`src/rtl/prog_readback_if.sv`:
```
// Program-memory read port between the readback block and the 1R1W RAM.
// Master drives the address; slave returns the synchronous read word.
interface prog_readback_if;
  logic [7:0]  addrRd;
  logic [15:0] dataRd;

  modport master (
    output addrRd,
    input  dataRd
  );

  modport slave (
    input  addrRd,
    output dataRd
  );
endinterface

```
`src/rtl/prog_readback.sv`:
```
// Program-RAM readback: operator picks an address on the switches and
// steps through 16-bit words, one byte at a time on the LEDs.
module prog_readback #(
  parameter int DEB_CYCLES = 1
) (
  input  logic                   clk,
  input  logic                   rst,
  input  logic [7:0]             switch,
  input  logic                   enter,
  prog_readback_if.master        mem,
  output logic [7:0]             outPattern,
  output logic [1:0]             phase
);

  localparam logic [1:0] S_ADDR = 2'b00;
  localparam logic [1:0] S_READ = 2'b01;
  localparam logic [1:0] S_HI   = 2'b10;
  localparam logic [1:0] S_LO   = 2'b11;

  localparam int CW = $clog2(DEB_CYCLES + 1);

  logic          r_sync0;
  logic          r_sync1;
  logic          r_deb;
  logic          r_deb_d;
  logic          r_armed;
  logic [1:0]    r_vld;
  logic [CW-1:0] r_cnt;

  logic [1:0]    r_state;
  logic          r_wait;
  logic [7:0]    r_addr;
  logic [7:0]    r_out;
  logic [15:0]   r_word;

  logic          w_press;

  // Presses are armed only once a released level has passed the
  // synchronizer, so a button held through reset never fires.
  always_ff @(posedge clk) begin
    if (rst) begin
      r_sync0 <= 1'b0;
      r_sync1 <= 1'b0;
      r_deb   <= 1'b0;
      r_deb_d <= 1'b0;
      r_armed <= 1'b0;
      r_vld   <= 2'b00;
      r_cnt   <= '0;
    end else begin
      r_sync0 <= enter;
      r_sync1 <= r_sync0;
      r_vld   <= {r_vld[0], 1'b1};
      r_deb_d <= r_deb;
      if (r_vld[1] && !r_sync1)
        r_armed <= 1'b1;
      if (r_sync1 != r_deb) begin
        if (r_cnt == CW'(DEB_CYCLES - 1)) begin
          r_deb <= r_sync1;
          r_cnt <= '0;
        end else begin
          r_cnt <= r_cnt + 1'b1;
        end
      end else begin
        r_cnt <= '0;
      end
    end
  end

  assign w_press = r_armed & r_deb & ~r_deb_d;

  always_ff @(posedge clk) begin
    if (rst) begin
      r_state <= S_ADDR;
      r_wait  <= 1'b0;
      r_addr  <= 8'h00;
      r_word  <= 16'h0000;
      r_out   <= 8'h00;
    end else begin
      unique case (r_state)
        S_ADDR: begin
          if (w_press) begin
            r_addr  <= switch;
            r_wait  <= 1'b0;
            r_state <= S_READ;
          end
        end
        S_READ: begin
          if (!r_wait) begin
            r_wait <= 1'b1;
          end else begin
            r_word  <= mem.dataRd;
            r_out   <= mem.dataRd[15:8];
            r_wait  <= 1'b0;
            r_state <= S_HI;
          end
        end
        S_HI: begin
          if (w_press) begin
            r_out   <= r_word[7:0];
            r_state <= S_LO;
          end
        end
        S_LO: begin
          if (w_press) begin
            r_addr  <= r_addr + 8'h01;
            r_wait  <= 1'b0;
            r_state <= S_READ;
          end
        end
      endcase
    end
  end

  assign mem.addrRd = r_addr;
  assign outPattern = r_out;
  assign phase      = r_state;

endmodule

```
`src/flat_wrapper.sv`:
```
// flat-port wrapper written by rule: the top's interface ports become plain ports
module prog_readback_flat 
#(
  parameter int DEB_CYCLES = 1
)
  (clk, rst, switch, enter, outPattern, phase, mem_addrRd, mem_dataRd);
  prog_readback_if mem_i ();
  input  logic clk;
  input  logic rst;
  input  logic [7:0] switch;
  input  logic enter;
  output logic [7:0] outPattern;
  output logic [1:0] phase;
  output wire logic [$bits(mem_i.addrRd)-1:0] mem_addrRd;
  input wire logic [$bits(mem_i.dataRd)-1:0] mem_dataRd;
  assign mem_addrRd = mem_i.addrRd;
  assign mem_i.dataRd = mem_dataRd;
  prog_readback #(.DEB_CYCLES(DEB_CYCLES)) u_core (.clk(clk), .rst(rst), .switch(switch), .enter(enter), .mem(mem_i), .outPattern(outPattern), .phase(phase));
endmodule
```
`config.mk`:
```
export PLATFORM = sky130hd
export DESIGN_NAME = prog_readback_flat
export DESIGN_NICKNAME = d
export VERILOG_FILES = /design/src/rtl/prog_readback_if.sv /design/src/rtl/prog_readback.sv /design/src/flat_wrapper.sv
export SDC_FILE = /design/constraint.sdc
export NUM_CORES = 1
export LEC_CHECK = 0
export ABC_AREA = 1
export CAP_MARGIN = 25
export CORE_MARGIN = 2
export CORE_UTILIZATION = 43
export DETAILED_ROUTE_END_ITERATION = 16
export PLACE_DENSITY = 0.77
export SLEW_MARGIN = 20
export SYNTH_ARGS = -nofsm -noshare
export SYNTH_HDL_FRONTEND = slang
export SYNTH_SLANG_ARGS = --single-unit
```
`constraint.sdc`:
```
create_clock -name clk -period 1.52 [get_ports clk]
set_clock_uncertainty 0.15 [all_clocks]
set_input_delay 0.304 -clock clk [delete_from_list [all_inputs] [get_ports clk]]
set_output_delay 0.304 -clock clk [all_outputs]
set_load 0.02 [all_outputs]
```
### Word level (Yosys, flattened, before mapping)

Cells that the tools add are included.

| word-level totals | value |
|---|---|
| register bits after elaboration | 35 |
| latch bits | 0 |
| bits in writable memories | 0 |
| ROM bits | 0 |
| output and inout bits | 18 |
| memories kept | 0 |

| operators by class | value |
|---|---|
| $add $sub $neg | 2 |
| multipliers | 0 |
| divide/modulo/power cells | 0 |
| order comparisons | 0 |
| equal/unequal tests | 9 |
| shifts and indexed selects | 0 |
| muxes and demuxes | 14 |
| bitwise logic cells | 5 |
| reduce and logical (&&, ||, !) cells | 14 |

Operators with widths:

| operator | count |
|---|---|
| 8-bit 2-to-1 mux | 4 |
| 8-bit one-hot mux with 2 select lines | 2 |
| 2-bit by 1-bit != test with 1-bit output (second input constant) | 5 |
| 3-bit AND reduction | 3 |
| 8-bit by 1-bit adder with 8-bit output (second input constant) | 1 |
| 2-bit 2-to-1 mux | 3 |
| 2-bit one-hot mux with 3 select lines | 1 |
| 2-bit AND reduction | 3 |
| 2-bit nonzero test | 3 |
| 2-bit equality test (second input constant) | 2 |
| 1-bit 2-to-1 mux | 3 |
| 1-bit inverter | 3 |
| 3-bit OR reduction | 1 |
| 1-bit bitwise AND | 2 |
| 2-bit by 1-bit equality test with 1-bit output (second input constant) | 1 |
| 2-bit logical NOT | 1 |
| 1-bit one-hot mux with 2 select lines | 1 |
| 2-bit OR reduction | 1 |
| 1-bit adder (second input constant) | 1 |
| 1-bit logical AND | 1 |
| 1-bit logical NOT | 1 |
| 1-bit != test | 1 |

### Depth between registers and ports, before layout

Gate-level depths: netlist of run 1.

| logic depth | value |
|---|---|
| depth in word-level cells | 4 |
| mapped depth | 11 |
| depth with buffers taken out | 11 |

### Least setup slack after synthesis of run 1

No wires, ideal clock.

| path | value |
|---|---|
| path type | register to register |
| start | register u_core.r_state[0] (netlist: u_core.phase[0]) |
| end | register u_core.r_out[0] (netlist: u_core.outPattern[0]) |
| arrival | 1.568 ns |
| required time | 1.257 ns |
| setup slack | -0.311 ns |
| stages on the path, launching flop included | 9 |
| buffers on the path | 1 |
| path through | dfxtp_1 > inv_1 > ha_1 > inv_2 > o21ai_2 > o211ai_2 > buf_6 > nor2_1 > nor2_1 |

| between the ends | value |
|---|---|
| word-level cells in the longest chain between the ends | 3 |

RTL lines:

| element | line | text |
|---|---|---|
| from (decl) | prog_readback.sv:30 | `logic [1:0] r_state;` |
| from (signal assigned) | prog_readback.sv:73 | `r_state <= S_ADDR;` |
| from (signal assigned) | prog_readback.sv:84 | `r_state <= S_READ;` |
| from (signal assigned) | prog_readback.sv:94 | `r_state <= S_HI;` |
| 2-bit equality test / 2-bit by 1-bit equality test with 1-bit output (equally long branches) | prog_readback.sv:79 | `unique case (r_state)` |
| 2-bit by 1-bit != test with 1-bit output (no source line) / 2-bit nonzero test (equally long branches) | - |  |
| 3-bit AND reduction (no source line) | - |  |
| to (signal assigned) | prog_readback.sv:92 | `r_out <= mem.dataRd[15:8];` |
| to (signal assigned) | prog_readback.sv:99 | `r_out <= r_word[7:0];` |
| to (decl) | prog_readback.sv:33 | `logic [7:0] r_out;` |

Several ways; a longest one is shown, not always the timed one.
A chain may end at the register's enable or synchronous reset.

### Worst setup path in the final report of run 1

| path | value |
|---|---|
| start | register u_core.r_state[0] (netlist: u_core.phase[0]) |
| end | register u_core.r_out[2] (netlist: u_core.outPattern[2]) |

The elaborated chain is that of the path after synthesis.

==> results of run 1 <==
## routing by layer
layer	vias up	share of wire, %	track usage, %
met5	-	0	0
met4	0	0.90	7.03
met3	5	3.4	3.77
met2	23	53	32.7
met1	732	43	20.6
li1	850	-	-
## power by group
group          switching [mW]  internal (mW)  leakage [nW]
Combinational           0.547          0.503         0.795
Sequential             0.0757           1.03         0.287
Clock                   0.343          0.422        0.0563
## critical path, stage by stage, from the launching register on
cell and delay (ns):
dfxtp_4 0.38, inv_4 0.04, ha_4 0.27, inv_4 0.05, o21ai_4 0.17, o211ai_4 0.13
clkbuf_16 0.19, nand2_1 0.06, nand2_1 0.05, nor2_1 0.09
## registers in the layout, summed over array words and instances, names as in the netlist, 2 cells and up
signal	count
u_core.mem.addrRd	8
u_core.outPattern	8
u_core.phase	2
u_core.r_vld	2
u_core.r_word	8
## cell families after synthesis
logic type	after synthesis
AO/OA/AOI/OAI	33
AND/OR/NAND/NOR	113
other	1
multiplexers	8
adder cells (fa/ha/maj)	5
buffers and inverters	36
flip-flops	35
## how the worst max path moves through the flow
| stage | startpoint | endpoint | slack (ns) | cells after the start |
|---|---|---|---|---|
| 2_1_floorplan | u_core.phase[0] | u_core.outPattern[0] | -0.09 | 8 |
| 3_3_place_gp | u_core.phase[1] | u_core.outPattern[5] | 0.01 | 9 |
| 4_1_cts | u_core.phase[1] | u_core.outPattern[2] | -0.06 | 9 |
| 3_5_place_dp | u_core.phase[1] | u_core.outPattern[2] | -0.04 | 9 |
| 5_1_grt | u_core.phase[1] | u_core.outPattern[2] | -0.16 | 9 |
| 6_report | u_core.phase[0] | u_core.outPattern[2] | -0.11 | 9 |
## final cells by class
type	instances	area share, %
clock buffers	6	3.74
clock inverters	2	0.549
inverters	30	4.89
multi-input cells	160	34.3
flip-flops and latches	35	28.3
well taps	48	2.39
repair buffers	67	25.9
## Yosys cell counts, drive strengths merged
cell type / count
nor2: 57
nand2: 47
dfxtp: 35
inv: 30
o21ai: 23
a21oi: 9
mux2: 8
nand3: 8
ha: 5
buf: 3
clkbuf: 3
conb: 1
o211ai: 1
or2: 1
## layout by cell type, fill, tap and decap left out
cell type         n
nor2_1           53
nand2_1          40
dfxtp_1          32
clkdlybuf4s50_1  26
inv_1            24
o21ai_0          21
buf_4            19
dlygate4sd2_1    16
nand3_1           8
mux2_2            8
nand2_2           7
a21oi_1           7
clkbuf_8          5
inv_4             4
nor2_2            4
buf_12            3
inv_2             2
ha_1              2
ha_4              2
clkbuf_16         2
dfxtp_4           2
o21ai_4           1
o21ai_2           1
o211ai_4          1
or2_2             1
a21oi_2           1
a21oi_4           1
ha_2              1
clkinv_4          1
clkinv_2          1
clkdlybuf4s15_1   1
clkdlybuf4s15_2   1
dfxtp_2           1
conb_1            1
## metrics by stage
step                worst slack (ns)  utilization, %
floorplan                    -0.0919               -
CTS                          -0.0555            65.8
global route                  -0.165            68.5
global placement             0.00958            62.9
finish                        -0.109            68.5
detailed placement           -0.0416            62.9
## repair_timing
| item | 4_1_cts | 5_1_grt |
|---|---|---|
| setup endpoints to repair | 28 | 20 |
| pin swaps | 1 | 4 |
| gates cloned | 0 | 1 |
| resized for setup | 26 | 18 |
| hold endpoints to repair | 0 | 0 |
| buffers inserted | 1 | 1 |
==> run summary, run 1 <==
Setup_tns -> -0.742 ns
Setup crit end kind -> flip-flop
R2r startpoint -> u_core.phase[0]
Post-synthesis compound-gate area fraction -> 10.8%
Worst hold path endpoint -> u_core.r_vld[1]
Die width -> 65.7 um
TritonCTS clock tree -> done
Peak Freq -> 0.614 GHz
Clk_lat worst skew -> 0.28 ns
Routability cong. -> 0.780
Initial antenna violation count -> 0
# rows -> 22
Hold slack -> 0.258 ns
Fill cell count -> 305
Largest family of logic cells by synthesized area -> simple AND/OR/NAND/NOR gates
Io pins -> 45
End of the worst register-to-register path -> u_core.outPattern[2]
Adder-cell share of the synthesized area -> 3.82%
CP max FO -> 8
Grt ovf -> 0
Synth Instances -> 231
Sink Count -> 35
Mapped Area -> 1640 um2
Vias in the first global route -> 1,503
Failing checks -> negative setup slack
Worst-case clock buffer depth -> 2
Ant. Diodes -> 0
Total power draw -> 2.92 mW
Final Worst Setup Slack -> -0.109 ns
R2r setup slk -> -0.11 ns
Antenna Nets Post-Route -> 0
Post-synthesis mux area share -> 5.50%
Post-route cell area -> 2510 um2
Count of endpoints failing setup in the final report -> 12
Largest net degree at the start of global routing -> 27
P_leak -> 1.14 nW
First-pass GRT wire length -> 6.06 mm
Worst Setup Path Type -> reg2reg
CTS H-tree depth -> 2
Wire length per cell -> 11.2 um
CP Launch Type -> flip-flop
Worst-path clk slew -> 0.07 ns
GR Util All Layers -> 18.1%
Post-synth top area share -> 42.8%
Post-synthesis sequential area ratio -> 42.8%
Hpwl dp -> 2.69 mm
Final net count -> 331
Hold Path Class -> reg2reg
Core area -> 3660 um2
Multi-input gate area -> 860 um2
Layout cells sized above 1 -> 23.0%
Cts bufs inserted -> 5
Post-synthesis simple-gate area fraction -> 27.0%
Average cell area after synthesis -> 7.08 um2
Crit path time final -> 1.63 ns
Initial core utilization -> 44.7%
Reg2Reg Depth -> 9
Dpl cells -> 337
Layout Cells excl Fill -> 348
Syn. warnings -> 0
HP Start -> u_core.r_vld[0]
Final period utilization -> 107%
Slew Viols, Final -> 0
Port bufs -> 44
Vias per cell -> 4.63
Max-Cap Viols -> 0
CTS Hold Bufs -> 0
Final hold vios -> 0
Synth Area in XOR/XNOR -> 0%
Die height -> 65.7 um
Worst path arrival time -> 1.70 ns
P&R area growth vs syn -> 53.3%
Required time worst endpoint -> 1.59 ns
Die area -> 4320 um2
Final WL -> 3.89 mm
Dpl cell area -> 2300 um2
Sequential cell area -> 709 um2
Synth Register Bits -> 35
Clock Tree Root -> clkbuf_8
Syn nets -> 263
Routed via count -> 1,610
VDD IR-drop max -> 0.767 mV
1st-iter DRT viols -> 65
RSZ-0062 raised after global routing -> yes
Largest area contributor in the netlist -> dfxtp_1
Top cells by area, synth -> dfxtp_1 (43%), nor2_1 (13%), nand2_1 (10%), o21ai_0 (6.7%), inv_1 (6.4%)
WHS Path Cells -> 2
Status -> finished with violations
PwrDens -> 1160 nW/um2
Pre-Repair DR Iteration Count -> 4
Cell variety after synth -> 19
Residual DRC -> 0
No activity file was read; power rests on OpenSTA's default activity.
==> run 2: changes to the inputs <==
Settings changed: CORE_ASPECT_RATIO set to 0.7, CORE_MARGIN 2 to 5.
==> run 2 against run 1 <==
  * Critical path depth shrank 1
  * Fmax is 1.1% lower
  * The run still ends with negative setup slack left
  * Sequential share of layout area up 1.1 points
  * Via count rose by 0.81%
==> run summary, run 2 (synthesis gave the netlist of run 1 again) <==
Port bufs -> 44
Final WL -> 4.29 mm
Most frequent cells in the layout -> nor2_1 (54), nand2_1 (40), dfxtp_1 (33)
Worst path arrival time -> 1.69 ns
Die height -> 61.6 um
Clk pwr share -> 24.5%
Cts bufs inserted -> 5
Most common cell after layout, fill and taps aside -> nor2_1
Layout Utilization -> 66.9%
Die area -> 5160 um2
Met2 Usage GRT -> 25.8%
Count of endpoints failing setup in the final report -> 12
NetSw -> 0.989 mW
Worst-path clk slew -> 0.07 ns
Fraction of power spent switching nets -> 35.3%
Slew Viols, Final -> 0
Slowest CP cell -> dfxtp_4
Final period utilization -> 108%
Vias per cell -> 4.70
Routability cong. -> 0.879
GR Util All Layers -> 16.7%
Failing checks -> negative setup slack
CP max FO -> 8
Initial core utilization -> 45.4%
Routed via count -> 1,623
Layout cells sized above 1 -> 20.3%
Final hold vios -> 0
Io pins -> 45
Post-route cell area -> 2410 um2
TritonCTS clock tree -> done
Global routing usage on met3 -> 4.95%
Hold Path Class -> reg2reg
1st-iter DRT viols -> 115
Worst Setup Path Type -> reg2reg
Vias in the first global route -> 1,560
Clk_lat worst skew -> 0.30 ns
CTS Hold Bufs -> 0
Wire length per cell -> 12.4 um
RSZ-0062 raised after global routing -> yes
Initial antenna violation count -> 0
Busiest grt layer -> met2
Antenna Nets Post-Route -> 0
P&R area growth vs syn -> 47.4%
Fill cell count -> 323
Clock Tree Root -> clkbuf_8
Logic pwr share -> 36.0%
Die width -> 83.7 um
CTS H-tree depth -> 2
Total power draw -> 2.80 mW
Power Internal -> 1.81 mW
Peak Freq -> 0.607 GHz
Ant. Diodes -> 0
Crit path time final -> 1.65 ns
Hpwl dp -> 2.88 mm
Residual DRC -> 0
PwrDens -> 1160 nW/um2
# rows -> 18
Core area -> 3600 um2
Hold slack -> 0.257 ns
Critical path cell sequence -> inv_4 -> ha_4 -> inv_4 -> o21ai_4 -> o211ai_4 -> buf_12 -> nor2_1 -> nor2_1
Dpl cell area -> 2250 um2
Setup crit end kind -> flip-flop
Crit path max-delay family -> flip-flops
Status -> finished with violations
CP Launch Type -> flip-flop
First-pass GRT wire length -> 6.68 mm
P_leak -> 1.09 nW
Grt ovf -> 0
Register share of total power -> 39.5%
GR Layer Usage met1 -> 21.1%
Final Worst Setup Slack -> -0.128 ns
Worst-case clock buffer depth -> 2
Max-Cap Viols -> 0
Required time worst endpoint -> 1.56 ns
Pre-Repair DR Iteration Count -> 5
Setup_tns -> -0.824 ns
Sink Count -> 35
Final net count -> 326
Worst path max stage delay -> 0.39 ns
Buf+Inv Stages, Crit Path -> 3
VDD IR-drop max -> 0.587 mV
Largest net degree at the start of global routing -> 17
run 2: per-layer routing:
| layer | wire length, um | share of wire [%] |
|---|---|---|
| met5 | 0 | 0 |
| met4 | 53 | 1.2 |
| met3 | 262 | 6.1 |
| met2 | 1950 | 46 |
| met1 | 2020 | 47 |
run 2: worst register-to-register path, stage by stage (launching register included):
cell and delay [ns]:
dfxtp_4 0.39, inv_4 0.05, ha_4 0.27, inv_4 0.04
o21ai_4 0.15, o211ai_4 0.13, buf_12 0.16, nor2_1 0.11
nor2_1 0.07
run 2: worst paths after layout:
check	startpoint	cells after the start	slack (ns)	to
setup reg to reg	u_core.phase[0]	8	-0.13	u_core.outPattern[2]
hold reg to reg	u_core.r_sync0	2	0.26	u_core.r_sync1
hold / removal	u_core.r_sync0	2	0.26	u_core.r_sync1
setup / recovery	u_core.phase[0]	8	-0.13	u_core.outPattern[2]
run 2: timing repair:
| action | in CTS | in global routing |
|---|---|---|
| cloned | 0 | 1 |
| pin swaps | 1 | 3 |
| gates resized for setup | 21 | 20 |
| setup buffers | 2 | 0 |
| hold endpoints to repair | 0 | 0 |
| endpoints found under the setup margin | 31 | 20 |
run 2: cell type report:
| cell class | instances | area (um2) | area share, % |
|---|---|---|---|
| Multi-Input combinational cell | 160 | 835 | 34.6 |
| Sequential cell | 35 | 708 | 29.4 |
| Timing Repair Buffer | 62 | 597 | 24.7 |
| Inverter | 30 | 123 | 5.08 |
| Clock buffer | 5 | 68.8 | 2.85 |
| Tap cell | 50 | 62.6 | 2.59 |
| Clock inverter | 3 | 18.8 | 0.778 |
run 2: stage by stage:
step | setup WS [ns] | std cells
finish | -0.128 | 345
global route | -0.184 | 345
CTS | -0.0863 | 344
detailed placement | -0.0867 | 334
global placement | 0.00463 | 334
floorplan | -0.0919 | 231
run 2: power by group through the flow:
stage                     registers (mW)  logic, mW  clock network, mW
final                               1.11       1.01              0.686
after CTS                           1.11      0.918              0.698
after floorplan                     1.24      0.408                  0
after global routing                1.12       1.10              0.740
after detailed placement            1.13      0.940                  0
after global placement              1.13      0.923                  0
